`config.mk`:
```
export PLATFORM = sky130hd
export DESIGN_NAME = axi_write_adapter
export DESIGN_NICKNAME = d
export VERILOG_FILES = /design/src/rtl/axi_write_adapter_pkg.sv /design/src/rtl/axi_addr_map.sv /design/src/rtl/axi_write_adapter.sv
export SDC_FILE = /design/constraint.sdc
export NUM_CORES = 1
export LEC_CHECK = 0
export ABC_AREA = 1
export CAP_MARGIN = 20
export CORE_MARGIN = 8
export CORE_UTILIZATION = 39
export CTS_BUF_LIST = sky130_fd_sc_hd__clkbuf_4 sky130_fd_sc_hd__clkbuf_8 sky130_fd_sc_hd__clkbuf_16
export CTS_CLUSTER_DIAMETER = 40
export DETAILED_ROUTE_END_ITERATION = 10
export PLACE_DENSITY = 0.92
export RECOVER_POWER = 100
export SLEW_MARGIN = 20
export SYNTH_ARGS = -nofsm -noshare
export SYNTH_HDL_FRONTEND = slang
export SYNTH_SLANG_ARGS = --single-unit
export TNS_END_PERCENT = 1
```
`constraint.sdc`:
```
create_clock -name clk -period 1.7 [get_ports clk]
set_input_delay 0.51 -clock clk [delete_from_list [all_inputs] [get_ports clk]]
set_output_delay 0.51 -clock clk [all_outputs]
set_load 0.005 [all_outputs]
```
`src/rtl/axi_write_adapter_pkg.sv`:
```
// rtl/axi_write_adapter_pkg.sv - shared write-channel state encodings and AXI constants
package axi_write_adapter_pkg;

  typedef enum logic [1:0] {
    W_FREE = 2'd0,
    W_SEND = 2'd1,
    W_RESP = 2'd2,
    W_DONE = 2'd3
  } w_state_t;

  localparam logic [3:0] LEN_SINGLE = 4'd0;
  localparam logic [1:0] BURST_INCR = 2'b01;
  localparam logic [2:0] SIZE_WORD  = 3'b010;
  localparam logic [2:0] PROT_DATA  = 3'b001;

  // bresp[1] set means SLVERR or DECERR; bresp[0] separates DECERR/EXOKAY.
  localparam int RESP_ERR_BIT = 1;
  localparam int RESP_DEC_BIT = 0;

  // kseg0 (100) and kseg1 (101) both alias physical memory from address 0.
  function automatic logic [31:0] kseg_strip(input logic [31:0] vaddr);
    if (vaddr[31:30] == 2'b10) begin
      kseg_strip = {3'b000, vaddr[28:0]};
    end else begin
      kseg_strip = vaddr;
    end
  endfunction

endpackage

```
`src/rtl/axi_addr_map.sv`:
```
// rtl/axi_addr_map.sv - combinational kseg address mapper shared by read and write adapters
module axi_addr_map
  import axi_write_adapter_pkg::*;
#(
  parameter bit EN = 1'b1
) (
  input  logic [31:0] vaddr,
  output logic [31:0] paddr
);

  assign paddr = EN ? kseg_strip(vaddr) : vaddr;

endmodule

```
`src/rtl/axi_write_adapter.sv`:
```
// rtl/axi_write_adapter.sv - single-beat AXI3 write master serving MEM-stage stores
module axi_write_adapter
  import axi_write_adapter_pkg::*;
#(
  parameter logic [3:0] AXI_ID      = 4'b0001,
  parameter bit         ADDR_MAP_EN = 1'b1
) (
  input  logic        clk,
  input  logic        reset,
  output logic [3:0]  awid,
  output logic [31:0] awaddr,
  output logic [3:0]  awlen,
  output logic [2:0]  awsize,
  output logic [1:0]  awburst,
  output logic [1:0]  awlock,
  output logic [3:0]  awcache,
  output logic [2:0]  awprot,
  output logic        awvalid,
  input  logic        awready,
  output logic [3:0]  wid,
  output logic [31:0] wdata,
  output logic [3:0]  wstrb,
  output logic        wlast,
  output logic        wvalid,
  input  logic        wready,
  input  logic [3:0]  bid,
  input  logic [1:0]  bresp,
  input  logic        bvalid,
  output logic        bready,
  input  logic        mem_we,
  input  logic [31:0] mem_addr,
  input  logic [31:0] mem_data,
  input  logic [3:0]  mem_sel,
  output logic        mem_write_done,
  output logic        mem_write_err,
  output logic        write_busy
);

  w_state_t    state;
  logic        aw_done;
  logic        w_done;
  logic [31:0] mapped_addr;
  logic        aw_fire;
  logic        w_fire;
  logic        unused_bits;

  axi_addr_map #(
    .EN(ADDR_MAP_EN)
  ) u_addr_map (
    .vaddr(mem_addr),
    .paddr(mapped_addr)
  );

  // Fixed attributes: one word-sized beat per transaction.
  assign awid    = AXI_ID;
  assign wid     = AXI_ID;
  assign awlen   = LEN_SINGLE;
  assign awsize  = SIZE_WORD;
  assign awburst = BURST_INCR;
  assign awlock  = 2'b00;
  assign awcache = 4'b0000;
  assign awprot  = PROT_DATA;
  assign wlast   = 1'b1;

  assign aw_fire    = awvalid && awready;
  assign w_fire     = wvalid && wready;
  assign bready     = (state == W_RESP);
  assign write_busy = (state != W_FREE);

  // Response id and the low response bit carry no information for a single outstanding store.
  assign unused_bits = ^{bid, bresp[RESP_DEC_BIT]};

  // Store sequencer: accept, run AW/W independently, wait for B, pulse done.
  always_ff @(posedge clk or negedge reset) begin
    if (!reset) begin
      state          <= W_FREE;
      awvalid        <= 1'b0;
      wvalid         <= 1'b0;
      awaddr         <= 32'd0;
      wdata          <= 32'd0;
      wstrb          <= 4'd0;
      aw_done        <= 1'b0;
      w_done         <= 1'b0;
      mem_write_done <= 1'b0;
      mem_write_err  <= 1'b0;
    end else begin
      mem_write_done <= 1'b0;
      case (state)
        W_FREE: begin
          if (mem_we) begin
            if (mem_sel != 4'b0000) begin
              awaddr  <= mapped_addr;
              wdata   <= mem_data;
              wstrb   <= mem_sel;
              awvalid <= 1'b1;
              wvalid  <= 1'b1;
              aw_done <= 1'b0;
              w_done  <= 1'b0;
              state   <= W_SEND;
            end else begin
              // Nothing to write: complete without touching the bus.
              mem_write_done <= 1'b1;
              state          <= W_DONE;
            end
          end
        end
        W_SEND: begin
          if (aw_fire) begin
            awvalid <= 1'b0;
            aw_done <= 1'b1;
          end
          if (w_fire) begin
            wvalid <= 1'b0;
            w_done <= 1'b1;
          end
          if ((aw_done || aw_fire) && (w_done || w_fire)) begin
            state <= W_RESP;
          end
        end
        W_RESP: begin
          if (bvalid) begin
            mem_write_err  <= bresp[RESP_ERR_BIT];
            mem_write_done <= 1'b1;
            state          <= W_DONE;
          end
        end
        W_DONE: begin
          // The request is still held here; ignore it so it is not issued twice.
          state <= W_FREE;
        end
        default: begin
          state <= W_FREE;
        end
      endcase
    end
  end

endmodule

```
==> impl_metrics.yaml, run 1 <==
logic_synthesis:
  synthArstFlopShare: 1.00
  synth_edf_count: 0
  synth_top_area_cell: "dfrtp_1"
  synth_area_mm2: 0.00337
  ys.flop_type: "dfrtp_1"
  ys_seq_area_frac: 0.564
  postSynthCellCount: 387
  synth.ff_latch_count: 76
  yosysWarnings: 0
  synth_area_leaders: "dfrtp_1 (56%), nand2_1 (17%), nand3_1 (11%), buf_4 (7.1%), buf_2 (1.8%)"
  synth_cell_type_count: 21
  synth_area_per_cell_um2: 8.71
  synth_top_area_share: 0.564
sta:
  fin_crit_sh: 0.973
  setup_violations: 0
  worst_pin_slew_ps: 1260
  fmax_mhz: 605
  fin_skew_ps: 7.23
  finalHoldViolCount: 0
  period_minus_slack_ps: 1650
  relSlewSlack: 0.160
  rsz0062_at_grt: "true"
  drv_slew: 0
worst_setup_path:
  crit_buf_inv: 2
  cp_max_fo: 2
  worst-setup-path-type: "register to primary output"
  worstPathRequired_ps: 1190
  cp_cell_sequence: "buf_4, ha_4, clkbuf_2"
  path_delay_family: "flip-flops"
  startpoint_type: "register"
  cp.arrival_ps: 1140
  cpPeakStageDelay_ps: 390
  worst_setup_path_end_kind: "primary output"
  critPathSlowestCell: "dfrtp_1"
layout:
  final_cell_mix: "nand2_1 (157), dfrtp_1 (76), clkdlybuf4s50_1 (73)"
  final_common_cell: "nand2_1"
  fin_nets: 630
  seqCellArea_mm2: 0.00190
  multi_input_area_mm2: 0.00121
  fin_area_mm2: 0.00516
  area_growth_pct: 52.9
  fillers: 723
  final_cell_count_no_fill: 659
  drive_gt1_frac: 0.0926
  diodes: 0
detailed_routing:
  drc: 0
  drt_first_iter_violations: 150
  routedWlPerCell_um: 15.4
  firstDrtPassIters: 4
  via_per_inst: 4.71
  ant_nets: 0
  wirelength_um: 10100
  vias: 3103
power:
  p_int_mw: 5.40
  p_leak_nw: 2.80
  switching_power_mw: 2.79
  p_clk_frac: 0.199
  power_density_mw_per_mm2: 1590
  sw_frac_of_total: 0.341
  sequentialPowerShare: 0.373
  max-vdd-ir-drop_uv: 938
  p_comb_frac: 0.427
grt:
  overflow: 0
  grt_max_degree: 37
  grtUsageTotal: 0.170
  grt_pass1_wl_um: 16100
  grt_pass1_vias: 3305
  grt_antenna_before_repair: 0
die:
  die_area_mm2: 0.0119
  fp-row-count: 34
  die_y_um: 109
  coreArea_mm2: 0.00855
  start_util: 0.394
  pin_count: 181
  die_w_um: 109
cts:
  root_buffer: "clkbuf_8"
  clockBufferDepth: 2
  insertion_delay_ps: 330
  htree_levels: 3
  numCtsBuffers: 9
  cts.sinks: 76
  path_clk_slew_ps: 80
  hold_buffers: 0
  cts_tree: "done"
worst_hold_path:
  hold_path.class: "input pin to asynchronous set/reset pin"
placed_design:
  port-buffer-count: 148
  place_hpwl_um: 7880
  routabilityCongestion: 0.825
  place_inst: 643
  place_area_mm2: 0.00501
flow_run:
  drv_cap: 0
run_status:
  status: "complete, no violations"
==> timing repair <==
action | 4_1_cts | 5_1_grt
setup endpoints to repair | 73 | 3
hold endpoints to repair | 0 | 0
buffers inserted | 0 | 1
pin swaps | 1 | 0
gates cloned | 0 | 0
resized for setup | 78 | 5
==> per-stage QoR <==
stage               setup TNS [ps]  worst slack (ps)  hold WS (ps)   util  power (mW)
finish                           0              46.7           419  0.603        8.18
global route                 -24.6             -12.5           486  0.603        8.83
CTS                           -118             -67.7          58.4  0.604        8.28
detailed placement          -12130              -203           437  0.586        7.19
global placement             -9110              -151           429  0.586        6.97
floorplan                        0               351           214      -        4.68
==> registers in the layout, summed over array words and instances, names as in the netlist <==
register	cells
state	2
awvalid	1
mem_write_done	1
wstrb	4
mem_write_err	1
awaddr	32
wdata	32
wvalid	1
w_done	1
aw_done	1
==> power groups by stage <==
stage,Sequential (mW),Combinational (mW),Clock [mW]
floorplan,3.16,1.52,0
global placement,3.06,3.91,0
detailed placement,3.11,4.07,0
CTS,3.06,3.55,1.68
global route,3.15,3.91,1.77
finish,3.05,3.50,1.63
==> cells in the mapped netlist, drive strengths merged (3+ instances only) <==
master  number
nand2      159
dfrtp       76
nand3       72
buf         46
inv          8
nor2         7
o21ai        4
clkbuf       3
ha           3
==> final cells by class <==
type	count	area share
Timing Repair Buffer	173	0.318
Clock inverter	5	0.0194
Sequential cell	76	0.369
Tap cell	108	0.0262
Inverter	8	0.00582
Clock buffer	10	0.0267
Multi-Input combinational cell	279	0.235
==> cells by family (layout without fill, tap and decap cells) <==
group	count (synthesis)	in the layout	synth area share
buffers and inverters	57	196	0.108
other	2	27	0.00223
adder cells (fa/ha/maj)	3	3	0.0111
AND/OR/NAND/NOR	244	244	0.305
multiplexers	1	1	0.00334
flip-flops	76	76	0.564
AO/OA/AOI/OAI	4	4	0.00593
==> metal layers <==
metal,vias to the layer above,part of all wire,routed length [um],GRT usage
met3,18,0.12,1220,0.0591
met4,0,0.021,216,0.0704
met1,1454,0.37,3750,0.189
met2,137,0.49,4920,0.289
met5,-,0,0,0
li1,1494,-,-,-
==> path summary, 6_finish.rpt <==
kind	cells after the start	slack, ps	end	from
max	3	50	bready	state[1]
min reg2reg	2	470	awaddr[0]	awaddr[0]
min	1	420	wstrb[2]	reset
min in group clk	2	470	awaddr[0]	awaddr[0]
max reg2reg	7	180	w_done	state[0]
max in group asynchronous	2	330	wvalid	reset
Power figures use the tool's default switching activity.
==> inputs of run 2 (changes only) <==
- SKIP_CTS_REPAIR_TIMING: unset -> 1
==> run 2 against run 1 <==
Compared with the run above:
- the run now ends with setup timing left
- non-clock buffer count is 2 higher
- clock-buffer cell count unchanged
- cell count up 0.30%
- critical path depth increased by 2
- largest cell class unchanged
==> impl_metrics.yaml, run 2 (same netlist as run 1, synthesis figures left out) <==
worst_setup_path:
  r2r_start: "state[1]"
  worstPathRequired_ps: 1190
  r2r-end: "w_done"
  rrSetupSlack_ps: 60
  worst-setup-path-type: "register to primary output"
  worst_setup_path_end_kind: "primary output"
  cpPeakStageDelay_ps: 390
  r2r_cells: 8
  cp_cell_sequence: "buf_4, inv_4, ha_4, inv_1, dlymetal6s2s_1"
  startpoint_type: "register"
  cp_max_fo: 2
  critPathSlowestCell: "dfrtp_1"
  cp.arrival_ps: 1250
cts:
  numCtsBuffers: 9
  path_clk_slew_ps: 80
  cts.sinks: 76
  htree_levels: 3
  clockBufferDepth: 2
  cts_tree: "done"
  insertion_delay_ps: 330
  root_buffer: "clkbuf_8"
placed_design:
  routabilityCongestion: 0.825
  port-buffer-count: 148
  place_hpwl_um: 7880
die:
  coreArea_mm2: 0.00855
  die_y_um: 109
  die_w_um: 109
  pin_count: 181
  fp-row-count: 34
  start_util: 0.394
  die_area_mm2: 0.0119
detailed_routing:
  vias: 3132
  firstDrtPassIters: 4
  ant_nets: 0
  wirelength_um: 10400
  routedWlPerCell_um: 15.8
  drt_first_iter_violations: 169
  drc: 0
  via_per_inst: 4.74
grt:
  grtUsageTotal: 0.169
  grt_antenna_before_repair: 0
  grt_pass1_wl_um: 16100
  grt_max_degree: 37
  grt_pass1_vias: 3296
  overflow: 0
sta:
  setup_violations: 1
  finalHoldViolCount: 0
  rsz0062_at_grt: "true"
  setup_tns_ps: -60.9
  period_minus_slack_ps: 1760
  fin_ws_ps: -60.9
  worst_pin_slew_ps: 1290
  fmax_mhz: 568
  fin_skew_ps: 6.88
  relSlewSlack: 0.141
  fin_crit_sh: 1.04
  drv_slew: 0
layout:
  reg_top3: "awaddr x32, wdata x32, wstrb x4"
  diodes: 0
  area_growth_pct: 56.1
  final_cell_mix: "nand2_1 (157), dfrtp_1 (76), nand3_1 (72), clkdlybuf4s50_1 (72), clkdlybuf4s25_1 (71)"
  fin_nets: 632
  final_common_cell: "nand2_1"
  drive_gt1_frac: 0.0940
run_status:
  violations: "setup timing"
  status: "finished with violations"
power:
  max-vdd-ir-drop_uv: 945
  p_leak_nw: 2.61
  power_density_mw_per_mm2: 1630
  p_total_mw: 8.57
flow_run:
  drv_cap: 0
worst_hold_path:
  hold_path.class: "input pin to asynchronous set/reset pin"
run 2: changes by cell type in the layout (fill, tap and decap cells not counted):
| cell | before | now |
|---|---|---|
| buf_4 | 16 | 18 |
| clkdlybuf4s25_1 | 1 | 71 |
| inv_2 | 3 | 2 |
| clkbuf_1 | 1 | 2 |
| dlygate4sd2_1 | 71 | 0 |
| clkdlybuf4s50_1 | 73 | 72 |
| inv_4 | 0 | 1 |
| buf_2 | 1 | 0 |
| dlymetal6s2s_1 | 0 | 1 |
| dlygate4sd3_1 | 0 | 1 |
run 2: metrics by stage:
stage | worst slack, ps | std cells | utilization | instance area (um^2) | hold WS, ps
finish | -60.9 | 661 | 0.616 | 5260 | 430
global route | -112 | 661 | 0.616 | 5260 | 492
CTS | -371 | 658 | 0.614 | 5250 | 58.4
detailed placement | -203 | 643 | 0.586 | 5010 | 437
global placement | -151 | 643 | 0.586 | 5010 | 429
floorplan | 351 | 412 | - | 3470 | 214
run 2: worst max path at each step:
stage	slack, ps	to	cells after the start	from
after global routing	-110	write_busy	5	state[1]
final	-60	write_busy	5	state[1]
after CTS	-370	write_busy	4	state[0]
after detailed placement	-200	wstrb[0]	7	mem_sel[3]
after floorplan	350	wdata[10]	9	state[0]
after global placement	-150	awaddr[29]	6	mem_sel[3]
run 2: where the power goes:
group / switching (mW) / internal [mW]
logic: 1.78 / 2.06
registers: 0.455 / 2.64
clock network: 0.632 / 1.00
run 2: worst max-delay path: cells and delay by family, from the launching register on:
family | cells | cell delay (ps)
adders and majority gates | 1 | 130
buffers and inverters | 4 | 400
DFF | 1 | 390
run 2: layout make-up:
type                    instances  area, um^2
well taps                     108         135
flip-flops and latches         76        1900
clock inverters                 5         100
inverters                       8        32.5
repair buffers                175        1740
multi-input cells             279        1210
fillers                       703        3290
clock buffers                  10         138
run 2: per-layer routing:
layer	global-route usage	wire, um	share of wire	up-vias
li1	-	-	-	1498
met1	0.190	3950	0.38	1475
met2	0.287	5030	0.48	139
met3	0.0585	1200	0.11	20
met4	0.0704	250	0.024	0
met5	0	0	0	-
